--- config.mk ---
export PLATFORM = sky130hd
export DESIGN_NAME = gpu_regfile_sb
export DESIGN_NICKNAME = d
export VERILOG_FILES = /design/src/rtl/gpu_regfile_pkg.sv /design/src/rtl/gpu_regfile_scoreboard.sv /design/src/rtl/gpu_regfile_sb.sv
export SDC_FILE = /design/constraint.sdc
export NUM_CORES = 2
export LEC_CHECK = 0
export CAP_MARGIN = 20
export CORE_MARGIN = 1.5
export CORE_UTILIZATION = 25
export CTS_CLUSTER_DIAMETER = 60
export DETAILED_ROUTE_END_ITERATION = 12
export GPL_ROUTABILITY_DRIVEN = 0
export PLACE_DENSITY = 0.46
export SLEW_MARGIN = 25
export SYNTH_ARGS = -nofsm -noshare
export SYNTH_HDL_FRONTEND = slang
export SYNTH_SLANG_ARGS = --single-unit
--- constraint.sdc ---
create_clock -name sys_clk -period 5 [get_ports sys_clk]
set_input_delay 0.75 -clock sys_clk [delete_from_list [all_inputs] [get_ports sys_clk]]
set_output_delay 0.75 -clock sys_clk [all_outputs]
set_load 0.02 [all_outputs]
--- src/rtl/gpu_regfile_pkg.sv ---
// Shared constants and the write-to-read forwarding helper for the GPU register file.
// Latency: n/a (types and a combinational function only).
// Backpressure: n/a.
package gpu_regfile_pkg;

    localparam int DW_DEF = 32;
    localparam int AW_DEF = 6;

    // Forwarding operates on the widest supported port; callers widen and narrow with casts.
    localparam int FW_AW = 16;
    localparam int FW_DW = 128;

    typedef logic [FW_AW-1:0] fw_addr_t;
    typedef logic [FW_DW-1:0] fw_data_t;

    // Port A beats port B, and either beats the stored word.
    function automatic fw_data_t fwd(
        input fw_addr_t x,
        input logic     wa_en,
        input fw_addr_t wa_addr,
        input fw_data_t wa_data,
        input logic     wb_en,
        input fw_addr_t wb_addr,
        input fw_data_t wb_data,
        input fw_data_t mem_word
    );
        if (wa_en && (wa_addr == x)) begin
            return wa_data;
        end else if (wb_en && (wb_addr == x)) begin
            return wb_data;
        end
        return mem_word;
    endfunction

endpackage

--- src/rtl/gpu_regfile_scoreboard.sv ---
// Pending-load bitmap; raises busy while a read operand still waits for load data.
// Latency: pend_set visible next cycle; a load return clears busy in the same cycle.
// Backpressure: busy is the stall returned to the issue stage.
module gpu_regfile_scoreboard
    import gpu_regfile_pkg::*;
#(
    parameter int AW = AW_DEF
) (
    input  logic          clk,
    input  logic          reset,
    input  logic          pend_set,
    input  logic [AW-1:0] pend_addr,
    input  logic          wb_en,
    input  logic [AW-1:0] wb_addr,
    input  logic          exe,
    input  logic [AW-1:0] srca,
    input  logic [AW-1:0] dsta,
    output logic          busy
);

    localparam int NREG = 1 << AW;

    logic [NREG-1:0] pend;

    // A register still counts as pending unless its load lands this very cycle.
    function automatic logic waiting(input logic [AW-1:0] x);
        return pend[x] & ~(wb_en & (wb_addr == x));
    endfunction

    always_comb begin
        busy = ~reset & exe & (waiting(srca) | waiting(dsta));
    end

    always_ff @(posedge clk) begin
        if (reset) begin
            pend <= '0;
        end else begin
            if (wb_en) begin
                pend[wb_addr] <= 1'b0;
            end
            // Later assignment wins: a new load to the same register outranks the return.
            if (pend_set) begin
                pend[pend_addr] <= 1'b1;
            end
        end
    end

endmodule

--- src/rtl/gpu_regfile_sb.sv ---
// Register file with two bypassed read ports, delayed copies and a load scoreboard.
// Latency: address to srcd/dstd one advance; srcdp/dstdp two advances.
// Backpressure: busy blocks exe; all output registers hold while not advancing.
module gpu_regfile_sb
    import gpu_regfile_pkg::*;
#(
    parameter int DW = DW_DEF,
    parameter int AW = AW_DEF
) (
    input  logic          sys_clk,
    input  logic          reset,
    input  logic          exe,
    input  logic [AW-1:0] srca,
    input  logic [AW-1:0] dsta,
    output logic [DW-1:0] srcd,
    output logic [DW-1:0] srcdp,
    output logic [DW-1:0] dstd,
    output logic [DW-1:0] dstdp,
    input  logic          wa_en,
    input  logic [AW-1:0] wa_addr,
    input  logic [DW-1:0] wa_data,
    input  logic          wb_en,
    input  logic [AW-1:0] wb_addr,
    input  logic [DW-1:0] wb_data,
    input  logic          pend_set,
    input  logic [AW-1:0] pend_addr,
    output logic          busy,
    output logic          collide
);

    localparam int NREG = 1 << AW;

    logic [DW-1:0] mem [NREG];
    logic          adv;
    logic          same_addr;
    logic          wb_write;
    logic [DW-1:0] src_v;
    logic [DW-1:0] dst_v;

    gpu_regfile_scoreboard #(.AW(AW)) u_sb (
        .clk       (sys_clk),
        .reset     (reset),
        .pend_set  (pend_set),
        .pend_addr (pend_addr),
        .wb_en     (wb_en),
        .wb_addr   (wb_addr),
        .exe       (exe),
        .srca      (srca),
        .dsta      (dsta),
        .busy      (busy)
    );

    always_comb begin
        adv       = exe & ~busy;
        same_addr = wa_addr == wb_addr;
        // On a collision the load data is discarded; port A owns the register.
        wb_write  = wb_en & ~(wa_en & same_addr);
        src_v = DW'(fwd(FW_AW'(srca), wa_en, FW_AW'(wa_addr), FW_DW'(wa_data),
                        wb_en, FW_AW'(wb_addr), FW_DW'(wb_data), FW_DW'(mem[srca])));
        dst_v = DW'(fwd(FW_AW'(dsta), wa_en, FW_AW'(wa_addr), FW_DW'(wa_data),
                        wb_en, FW_AW'(wb_addr), FW_DW'(wb_data), FW_DW'(mem[dsta])));
    end

    // Storage is unreset; only the write strobes are gated by reset.
    always_ff @(posedge sys_clk) begin
        if (!reset) begin
            if (wa_en) begin
                mem[wa_addr] <= wa_data;
            end
            if (wb_write) begin
                mem[wb_addr] <= wb_data;
            end
        end
    end

    always_ff @(posedge sys_clk) begin
        if (reset) begin
            srcd    <= '0;
            srcdp   <= '0;
            dstd    <= '0;
            dstdp   <= '0;
            collide <= 1'b0;
        end else begin
            collide <= wa_en & wb_en & same_addr;
            if (adv) begin
                srcd  <= src_v;
                srcdp <= srcd;
                dstd  <= dst_v;
                dstdp <= dstd;
            end
        end
    end

endmodule
==> flow_summary.ini <==
[run_status]
status = finished, final reports clean

[sta]
setup_violations = 0
hold_violations = 0
fin_setup_tns_ps = 0
rsz0062_at_grt = false
hold_ws_ps = 82.27
max_freq_ghz = 0.2167
finalCritPeriodShare = 0.9228
relSlewSlack = 0.08227
skew_ps = 42.95
period_needed_ps = 4614
tightest_slew_ps = 1362
drv_slew = 0

[detailed_routing]
firstDrtPassIters = 10
first_iter_violations = 13425
route.final.wire_length_um = 643700
vias = 90967
via_per_inst = 5.833
drc = 0
ant_nets = 0
routedWlPerCell_um = 41.27

[finish]
area_growth_pct = 17.27
drive_gt1_frac = 0.5273
regArea_sq_um = 65360
layout_common_cells = 2068 x mux2_2, 2048 x edfxtp_1, 1131 x mux4_2
nFillCells = 51726
final_common_cell = mux2_2
final_cells = 15595
multi_input_area_sq_um = 61640
fin_nets = 8491

[worst_setup_path]
cpLargestDelayFamily = compound AO/OA/AOI/OAI gates
crit_buf_inv = 3
cp_cell_sequence = buf_4 > nor2_1 > o21ai_0 > a2111o_1 > o32a_2 > inv_2 > clkdlybuf4s50_1
arrival_ps = 3860
crit_fanout = 5
worstPathRequired_ps = 4250
crit_type = in2out
cp-start-kind = input pin
cp-end-kind = primary output
cp_slowest_cell = nor2_1
max_stage_delay_ps = 850

[clock_tree]
clock_latency_ps = 940
cts_inserted_buffers = 281
cts_hold_buf = 0
cts_max_level = 5
cts_tree = yes
clk_pin_slew_ps = 60
cts-resized-gates = 0
cts_post_setup_buffers_inserted = 0
cts.sinks = 2241
cts-root-buf = clkbuf_16
cts.path.max_buffers = 4

[logic_synthesis]
synth_compound_area_frac = 0.03909
synthSimpleGateAreaFrac = 0.02887
netlist_area_sq_um = 131100
synth_edf_count = 2048
ys_ff_latch = 2241
synth.net_count = 8469
synth.area.mux_share = 0.3893
synth_cells = 8369
synth_xor_area_frac = 0.002004
synth.distinct_cells = 78
syn_area_per_cell_sq_um = 15.67
async_reset_ff_frac = 0
synth-adder-area-share = 0
yosysWarnings = 0
seq_area_frac_synth = 0.4985
synth_top_family_by_area = multiplexers
synthFlopType = edfxtp_1

[die]
die_area_sq_um = 528800
start_util = 0.2514
die_h_um = 727.2
die_w_um = 727.2
core-area_sq_um = 521600
placementRows = 265
ios = 230

[grt]
grt_pass1_vias = 89498
grt_usage = 0.2350
grt_max_degree = 75
grt_pass1_wl_um = 846400
grt_overflow = 0
antenna_found_initial = 84

[power_and_ir_drop]
p_leak_nw = 48.20
ir_drop_v = 0.0002282
power_density_nw_per_um2 = 310.2
total_power_w = 0.04769

[placement]
post-dp-hpwl_um = 393700
io_buffers = 229
place_inst = 15045

[job]
maxCapViolations = 0

[worst_hold_path]
hold_class = in2reg
## state kept, by name, summed over array words and instances, names as in the netlist
register and cells:
mem 2048, u_sb.pend 64, dstd 32, dstdp 32
srcd 32, srcdp 32, collide 1
## Yosys cell counts, drive strengths merged (9+ instances only)
master | instances | area, sq um
mux2 | 2068 | 23290
edfxtp | 2048 | 61500
mux4 | 1140 | 25710
clkbuf | 623 | 2338
buf | 497 | 3121
nand2 | 270 | 1013
mux2i | 205 | 2052
dfxtp | 193 | 3864
a21oi | 146 | 730.7
nor2 | 146 | 564.3
o21ai | 140 | 700.7
o22ai | 127 | 794.5
nor3 | 82 | 410.4
a22oi | 77 | 578.1
nand3 | 76 | 380.4
a31o | 48 | 420.4
nor2b | 43 | 269.0
a211oi | 39 | 292.8
nand4 | 31 | 193.9
a22o | 29 | 254.0
a221oi | 24 | 216.5
xnor2 | 24 | 210.2
and2 | 21 | 131.4
nor4 | 21 | 137.6
and3 | 20 | 125.1
inv | 20 | 75.07
o41ai | 16 | 192.7
nand2b | 15 | 93.84
nand3b | 14 | 105.1
o211ai | 12 | 90.09
a31oi | 11 | 68.82
o2111ai | 11 | 96.34
o221ai | 10 | 87.58
o22a | 10 | 87.58
or4 | 10 | 75.07
a2111oi | 9 | 78.83
o21a | 9 | 67.56
## layout make-up
class	count	area share
sequential	2241	0.4251
timing repair buffer	859	0.05777
clock inverter	129	0.008341
clock buffer	368	0.05004
tap	6942	0.05649
inverter	21	0.0005859
antenna	48	0.0007812
multi-input combinational	4987	0.4009
## metal layers
metal | part of all wire | vias to the layer above | GRT usage
li1 | - | 34158 | -
met1 | 0.39 | 49418 | 0.3053
met2 | 0.43 | 5932 | 0.3512
met3 | 0.11 | 1391 | 0.07598
met4 | 0.060 | 68 | 0.1166
met5 | 0.0019 | - | 0.001270
## through the flow
stage	utilization	worst slack, ps	area (sq um)
3_5_place_dp	0.2772	50.73	144600
5_1_grt	0.2946	441.3	153700
6_report	0.2948	385.8	153800
2_1_floorplan	-	132.6	131100
3_3_place_gp	0.2765	-830.6	144200
4_1_cts	0.2944	500.9	153500
## cell families after synthesis
group,count (synthesis)
simple gates,785
compound gates,759
mux,3413
buf+inv,1141
flops,2241
xor+xnor,30
## final timing paths
kind	depth (start not counted)	start	endpoint	slack, ps
max reg2reg	9	u_sb.pend[46]	srcd[1]	1290
max	7	reset	busy	390
min reg2reg	2	dstdp[31]	dstdp[31]	480
min	2	reset	srcdp[4]	80
## worst reg2reg max path, cell delays in order, from the launching register on
cell,delay [ps]
dfxtp_1,330
mux4_2,460
mux2i_1,440
a221oi_1,170
nor3_1,360
o32a_2,320
inv_2,120
buf_12,230
nor4_2,1040
nor3_1,80
## power by group
part           switching (W)  internal, W  total, W
logic                0.00381      0.00243   0.00624
clock network        0.00867       0.0119    0.0206
registers           0.000177       0.0207    0.0208
total                 0.0127       0.0350    0.0477
Note: power is estimated with default switching activity, not from simulation.
